[src/rtl/hazard_ctrl.sv]
// Pipeline hazard controller: load-use / branch / memory-wait arbitration,
// operand forwarding select and saturating stall/flush event counters.
module hazard_ctrl #(
   parameter int unsigned RegAddrWidth = 5,
   parameter int unsigned CntWidth     = 16
) (
   input  logic                    clock,
   input  logic                    reset,
   input  logic [RegAddrWidth-1:0] id_rs1,
   input  logic [RegAddrWidth-1:0] id_rs2,
   input  logic                    id_rs1_used,
   input  logic                    id_rs2_used,
   input  logic [RegAddrWidth-1:0] ex_rs1,
   input  logic [RegAddrWidth-1:0] ex_rs2,
   input  logic [RegAddrWidth-1:0] ex_rd,
   input  logic                    ex_reg_en,
   input  logic                    ex_mem_read,
   input  logic [RegAddrWidth-1:0] mem_rd,
   input  logic                    mem_reg_en,
   input  logic [RegAddrWidth-1:0] wb_rd,
   input  logic                    wb_reg_en,
   input  logic                    mem_access,
   input  logic                    dmem_ready,
   input  logic                    branch_taken_ex,
   output logic                    pc_stall,
   output logic                    if_id_stall,
   output logic                    id_ex_stall,
   output logic                    ex_mem_stall,
   output logic                    if_id_flush,
   output logic                    id_ex_flush,
   output logic [1:0]              fwd_a_sel,
   output logic [1:0]              fwd_b_sel,
   output logic [1:0]              state,
   output logic [CntWidth-1:0]     stall_cycles,
   output logic [CntWidth-1:0]     flush_count
);

   typedef enum logic [1:0] {
      RUN        = 2'b00,
      LOAD_STALL = 2'b01,
      FLUSH      = 2'b10,
      MEM_WAIT   = 2'b11
   } state_t;

   state_t state_q, state_d;
   logic   mem_wait;
   logic   load_use;
   logic   rs1_hit;
   logic   rs2_hit;

   // EX/MEM result is newer than MEM/WB, so it wins when both match.
   function automatic logic [1:0] fwd_sel(
      input logic [RegAddrWidth-1:0] src,
      input logic [RegAddrWidth-1:0] m_rd,
      input logic                    m_en,
      input logic [RegAddrWidth-1:0] w_rd,
      input logic                    w_en
   );
      logic [1:0] sel;
      sel = 2'b00;
      if (m_en && (m_rd != '0) && (m_rd == src))
         sel = 2'b01;
      else if (w_en && (w_rd != '0) && (w_rd == src))
         sel = 2'b10;
      return sel;
   endfunction

   always_comb begin
      mem_wait = mem_access & ~dmem_ready;
      rs1_hit  = id_rs1_used & (id_rs1 == ex_rd);
      rs2_hit  = id_rs2_used & (id_rs2 == ex_rd);
      load_use = ex_mem_read & ex_reg_en & (ex_rd != '0) & (rs1_hit | rs2_hit);
   end

   always_ff @(posedge clock or negedge reset) begin
      if (!reset)
         state_q <= RUN;
      else
         state_q <= state_d;
   end

   // Outputs are held inactive for the whole time reset is low, not just
   // until the next edge.
   always_comb begin
      state_d      = RUN;
      pc_stall     = 1'b0;
      if_id_stall  = 1'b0;
      id_ex_stall  = 1'b0;
      ex_mem_stall = 1'b0;
      if_id_flush  = 1'b0;
      id_ex_flush  = 1'b0;
      fwd_a_sel    = 2'b00;
      fwd_b_sel    = 2'b00;
      if (reset) begin
         fwd_a_sel = fwd_sel(ex_rs1, mem_rd, mem_reg_en, wb_rd, wb_reg_en);
         fwd_b_sel = fwd_sel(ex_rs2, mem_rd, mem_reg_en, wb_rd, wb_reg_en);
         if (mem_wait) begin
            state_d      = MEM_WAIT;
            pc_stall     = 1'b1;
            if_id_stall  = 1'b1;
            id_ex_stall  = 1'b1;
            ex_mem_stall = 1'b1;
         end else if (branch_taken_ex) begin
            state_d     = FLUSH;
            if_id_flush = 1'b1;
            id_ex_flush = 1'b1;
         end else if (load_use) begin
            state_d     = LOAD_STALL;
            pc_stall    = 1'b1;
            if_id_stall = 1'b1;
            id_ex_flush = 1'b1;
         end
      end
   end

   assign state = state_q;

   always_ff @(posedge clock or negedge reset) begin
      if (!reset) begin
         stall_cycles <= '0;
         flush_count  <= '0;
      end else begin
         if (pc_stall && (stall_cycles != '1))
            stall_cycles <= stall_cycles + CntWidth'(1);
         if (if_id_flush && (flush_count != '1))
            flush_count <= flush_count + CntWidth'(1);
      end
   end

endmodule

[config.mk]
export PLATFORM = sky130hd
export DESIGN_NAME = hazard_ctrl
export DESIGN_NICKNAME = d
export VERILOG_FILES = /design/src/rtl/hazard_ctrl.sv
export SDC_FILE = /design/constraint.sdc
export NUM_CORES = 1
export LEC_CHECK = 0
export CAP_MARGIN = 20
export CELL_PAD_IN_SITES_DETAIL_PLACEMENT = 1
export CELL_PAD_IN_SITES_GLOBAL_PLACEMENT = 1
export CORE_ASPECT_RATIO = 0.7
export CORE_UTILIZATION = 28
export CTS_BUF_LIST = sky130_fd_sc_hd__clkbuf_16
export CTS_CLUSTER_SIZE = 8
export DETAILED_ROUTE_END_ITERATION = 12
export PLACE_DENSITY_LB_ADDON = 0.1
export SLEW_MARGIN = 20
export SYNTH_ARGS = -nofsm -noshare
export SYNTH_HDL_FRONTEND = slang
export SYNTH_SLANG_ARGS = --single-unit
[constraint.sdc]
create_clock -name clock -period 1.8 [get_ports clock]
set_input_delay 0.18 -clock clock [delete_from_list [all_inputs] [get_ports clock]]
set_output_delay 0.18 -clock clock [all_outputs]
set_load 0.03 [all_outputs]
Yosys cells after proc, flatten, opt, wreduce, memory -nomap -nowiden. Cells that the tools add are included.

$add $sub $neg: 2. Multiply operators: 0. Div/mod/pow operators: 0. $lt $le $gt $ge: 0. Equality and inequality tests: 8. Shifts and indexed selects: 0. Mux-type cells: 22. Bitwise gates (word level): 8. Reductions and logical operators: 11.

Operators by type and width (count): adder 16 x 1 -> 16 bit (second input constant) (2); != test 16 bit (second input constant) (2); == test 5 bit (6); two-way mux 2 bit (9); nonzero test 5 bit (3); two-way mux 1 bit (13); logical AND 1 bit (8); AND 1 bit (6); inverter 1 bit (1); bitwise OR 1 bit (1).

Bits in registers: 34. Bits in latches: 0. Memory bits (writable): 0. Memory bits (read-only): 0. Output and inout port bits: 44. Memories: 0.

Longest topological paths before layout.
Word-level depth: 9. Gate-level depth with buffers: 8.

Worst setup path before layout. No wires, ideal clock.

Path type: input to output. Start: input ex_rd[3]. End: output pc_stall. Arrival: 2.104 ns. Required time: 1.620 ns. Setup slack: -0.484 ns. Cell stages on the path: 6. Cell sequence: xor2_1 -> nor4_1 -> a32oi_1 -> or2b_1 -> o21ai_0 -> buf_4.

Word-level cells in the longest chain between the ends: 8.

Ends and longest elaborated chain: start, declared (RTL line 15) `input logic [RegAddrWidth-1:0] ex_rd,`; == test 5 bit (on tied branches) (RTL line 70, 71); AND 1 bit (on tied branches) (RTL line 70, 71); bitwise OR 1 bit (RTL line 72) `load_use = ex_mem_read & ex_reg_en & (ex_rd != '0) & (rs1_hit | rs2_hit);`; AND 1 bit * (RTL line 72); two-way mux 1 bit * (4 in series); end, declared (RTL line 25) `output logic pc_stall,`.

Every way passes the cells marked *; elsewhere a longest branch is shown, timed or not.

Final worst setup path.
Start: register stall_cycles[1]. End: register stall_cycles[1].

Word-level cells in the longest chain between the ends: 2.

Ends and longest elaborated chain: start, declared (RTL line 34) `output logic [CntWidth-1:0] stall_cycles,`; start signal, assigned (RTL line 124) `stall_cycles <= stall_cycles + CntWidth'(1);`; parallel branches: the longest is 2 deep, another holds adder 16 x 1 -> 16 bit.

Parallel ways; which one is timed is not known. A chain may end at the register's enable or synchronous reset.

==> impl_metrics.ini <==
[pwr]
vdd_drop_max_mv = 0.968
cellPowerDensity_nw_per_um2 = 834
p_leak_nw = 1.61
power_mw = 3.13

[sta]
setup_ws_ps = -126
slew_violations = 0
fmax_mhz = 519
hold_viol = 0
worst_pin_slew_ps = 459
rsz0062_at_grt = true
clock_skew_ps = 2.16
setup_tns_ps = -682
finalSetupViolations = 13
fin_hold_ws_ps = 71.2
maxSlewHeadroom_pct = 69.2
post-route-period-util_pct = 107
finalCriticalPeriod_ps = 1930

[place]
gp_congestion = 0.871
dp.cells = 428
place_hpwl_mm = 5.48
io_buffers = 89

[finish]
layoutNonFillerInstCount = 442
post-route-util_pct = 54.8
nets = 395
multi_input_area_um2 = 1290
drive_gt1_share_pct = 37.9
nFillCells = 759
insertedDiodeCount = 0
layout-area-overhead-vs-synth_pct = 85.7
final-seq-area_um2 = 858

[logic_synthesis]
post-synth-top-count-cell = dfrtp_1
ys.flop_type = dfrtp_1
yosys.cell_types.count = 35
synth.ff_latch_count = 34
synth_common_cells = dfrtp_1, xnor2_1, xor2_1
avgSynthCellArea_um2 = 10.4
yosys_warnings = 0
synth_top_area_cell = dfrtp_1
synth-seq-area-share_pct = 42.1
netlist_area_um2 = 2020
async_flop_share_pct = 100
yosysTopAreaCellShare_pct = 42.1
syn_inst = 194
synth_fp_nets = 242
synth_edf_count = 0
yosys-top-cells-area = dfrtp_1, xnor2_1, xor2_1

[grt]
grt_usage_pct = 19.4
grt_pass1_wl_mm = 11.3
grt_antenna_before_repair = 0
overflow = 0
grt_pass1_vias = 2226
grt_max_degree = 35

[cts]
insertion_delay_ps = 280
cts_buffer_depth = 2
clock_sinks = 34
cts_buffers = 5
cts.clk_slew.worst_paths_ps = 50
cts_tree = yes
cts_htree_levels = 2
root_buffer = clkbuf_16

[worst_setup_path]
critical_path_required_ps = 1960
crit_arrival_ps = 2090
critPathKind = reg2reg
startpoint_type = flip-flop
reg2reg_to = stall_cycles[1]
r2r_start = stall_cycles[1]
crit_fanout = 16
rrSetupSlack_ps = -130
crit_start = stall_cycles[1]
cp-endpoint = stall_cycles[1]
rr_worst_depth = 7
crit_path_end_kind = flip-flop

[flow_run]
max_cap_violations = 0

[floorplanning]
rows = 25
num_io_pins = 90
die_w_um = 104
start_util_pct = 29.5
die_y_um = 73.1
die-area_um2 = 7560
design.core.area_um2 = 6850

[drt]
drc = 0
wire_per_inst_um = 16.1
first_pass_iters = 4
antenna_left = 0
via_per_inst = 4.66
routed_wl_mm = 7.12
vias = 2059
drt_iter0_markers = 89

[status]
violations = negative setup slack
status = finished with violations

[min_path]
hold_path.class = in2async
[logic make-up (layout without fill, tap and decap cells)]
family                   after synthesis  after routing  share of synthesized area, %
flip-flops                            34             34                          42.1
XOR/XNOR                              59             59                          25.6
buffers and inverters                 11            165                          2.79
AND/OR/NAND/NOR                       75             75                          21.6
multiplexers                           3              3                          1.67
AO/OA/AOI/OAI                         10             10                          5.02
adder cells (fa/ha/maj)                2              2                          1.24
[through the flow]
stage                     setup WS, ps  instance area (µm²)
after detailed placement          -533                 3480
after CTS                         -162                 3720
final                             -126                 3750
after floorplan                   -125                 2100
after global placement            -399                 3480
after global routing              -191                 3750
[report_power, final]
group	switching (mW)	internal, mW
Sequential	0.103	0.889
Combinational	0.668	0.643
Clock	0.321	0.504
[layout make-up]
type / count / area share, %
timing repair buffer: 151 / 35.3
multi-input combinational: 149 / 34.3
sequential: 34 / 22.9
clock buffer: 5 / 3.34
tap: 94 / 3.14
inverter: 6 / 0.600
clock inverter: 3 / 0.434
[cells in the final DEF, fill, tap and decap left out, types with 4 or more instances in the layout]
master and count:
and2_1 4, buf_2 7, buf_4 60, buf_6 15
clkbuf_16 5, clkbuf_2 4, clkdlybuf4s15_1 6, clkdlybuf4s50_1 44
dfrtp_1 28, dfrtp_2 6, dlygate4sd2_1 11, inv_1 5
nand2_1 9, nand3_1 15, nand4_1 17, nor4_4 4
xnor2_1 32, xor2_1 25
[sequential cells by signal, indices dropped and copies added (netlist names)]
signal and cells:
stall_cycles 16, flush_count 16, state 2
[worst max-delay path, cell delays in order, from the launching register on]
cell,delay (ps)
dfrtp_2,420
ha_4,170
nand4_1,120
nor4_2,80
or3b_4,390
o22ai_4,130
buf_12,170
mux2_2,330
[metal layers]
| layer | up-vias | global-route usage (%) | routed length [µm] |
|---|---|---|---|
| met5 | - | 0 | 0 |
| met4 | 0 | 4.35 | 40 |
| met3 | 4 | 4.64 | 378 |
| met2 | 58 | 31.7 | 3370 |
| met1 | 997 | 26.1 | 3340 |
| li1 | 1000 | - | - |
[how the worst min path moves through the flow]
stage | from | endpoint | slack, ps | depth (start not counted)
after global routing | reset | flush_count[11] | 130 | 2
after floorplan | reset | flush_count[0] | -120 | 0
after detailed placement | reset | state[1] | 30 | 1
after global placement | reset | state[1] | 30 | 1
final | reset | flush_count[11] | 70 | 2
after CTS | reset | flush_count[9] | 100 | 2
[what timing repair did]
action / in CTS / in global routing
gates resized for setup: 105 / 18
pin swaps: 22 / 8
hold endpoints to repair: 2 / 0
setup endpoints to repair: 27 / 31
buffers inserted: 4 / 2
hold buffers: 1 / 0
Note: power is estimated with default switching activity, not from simulation.
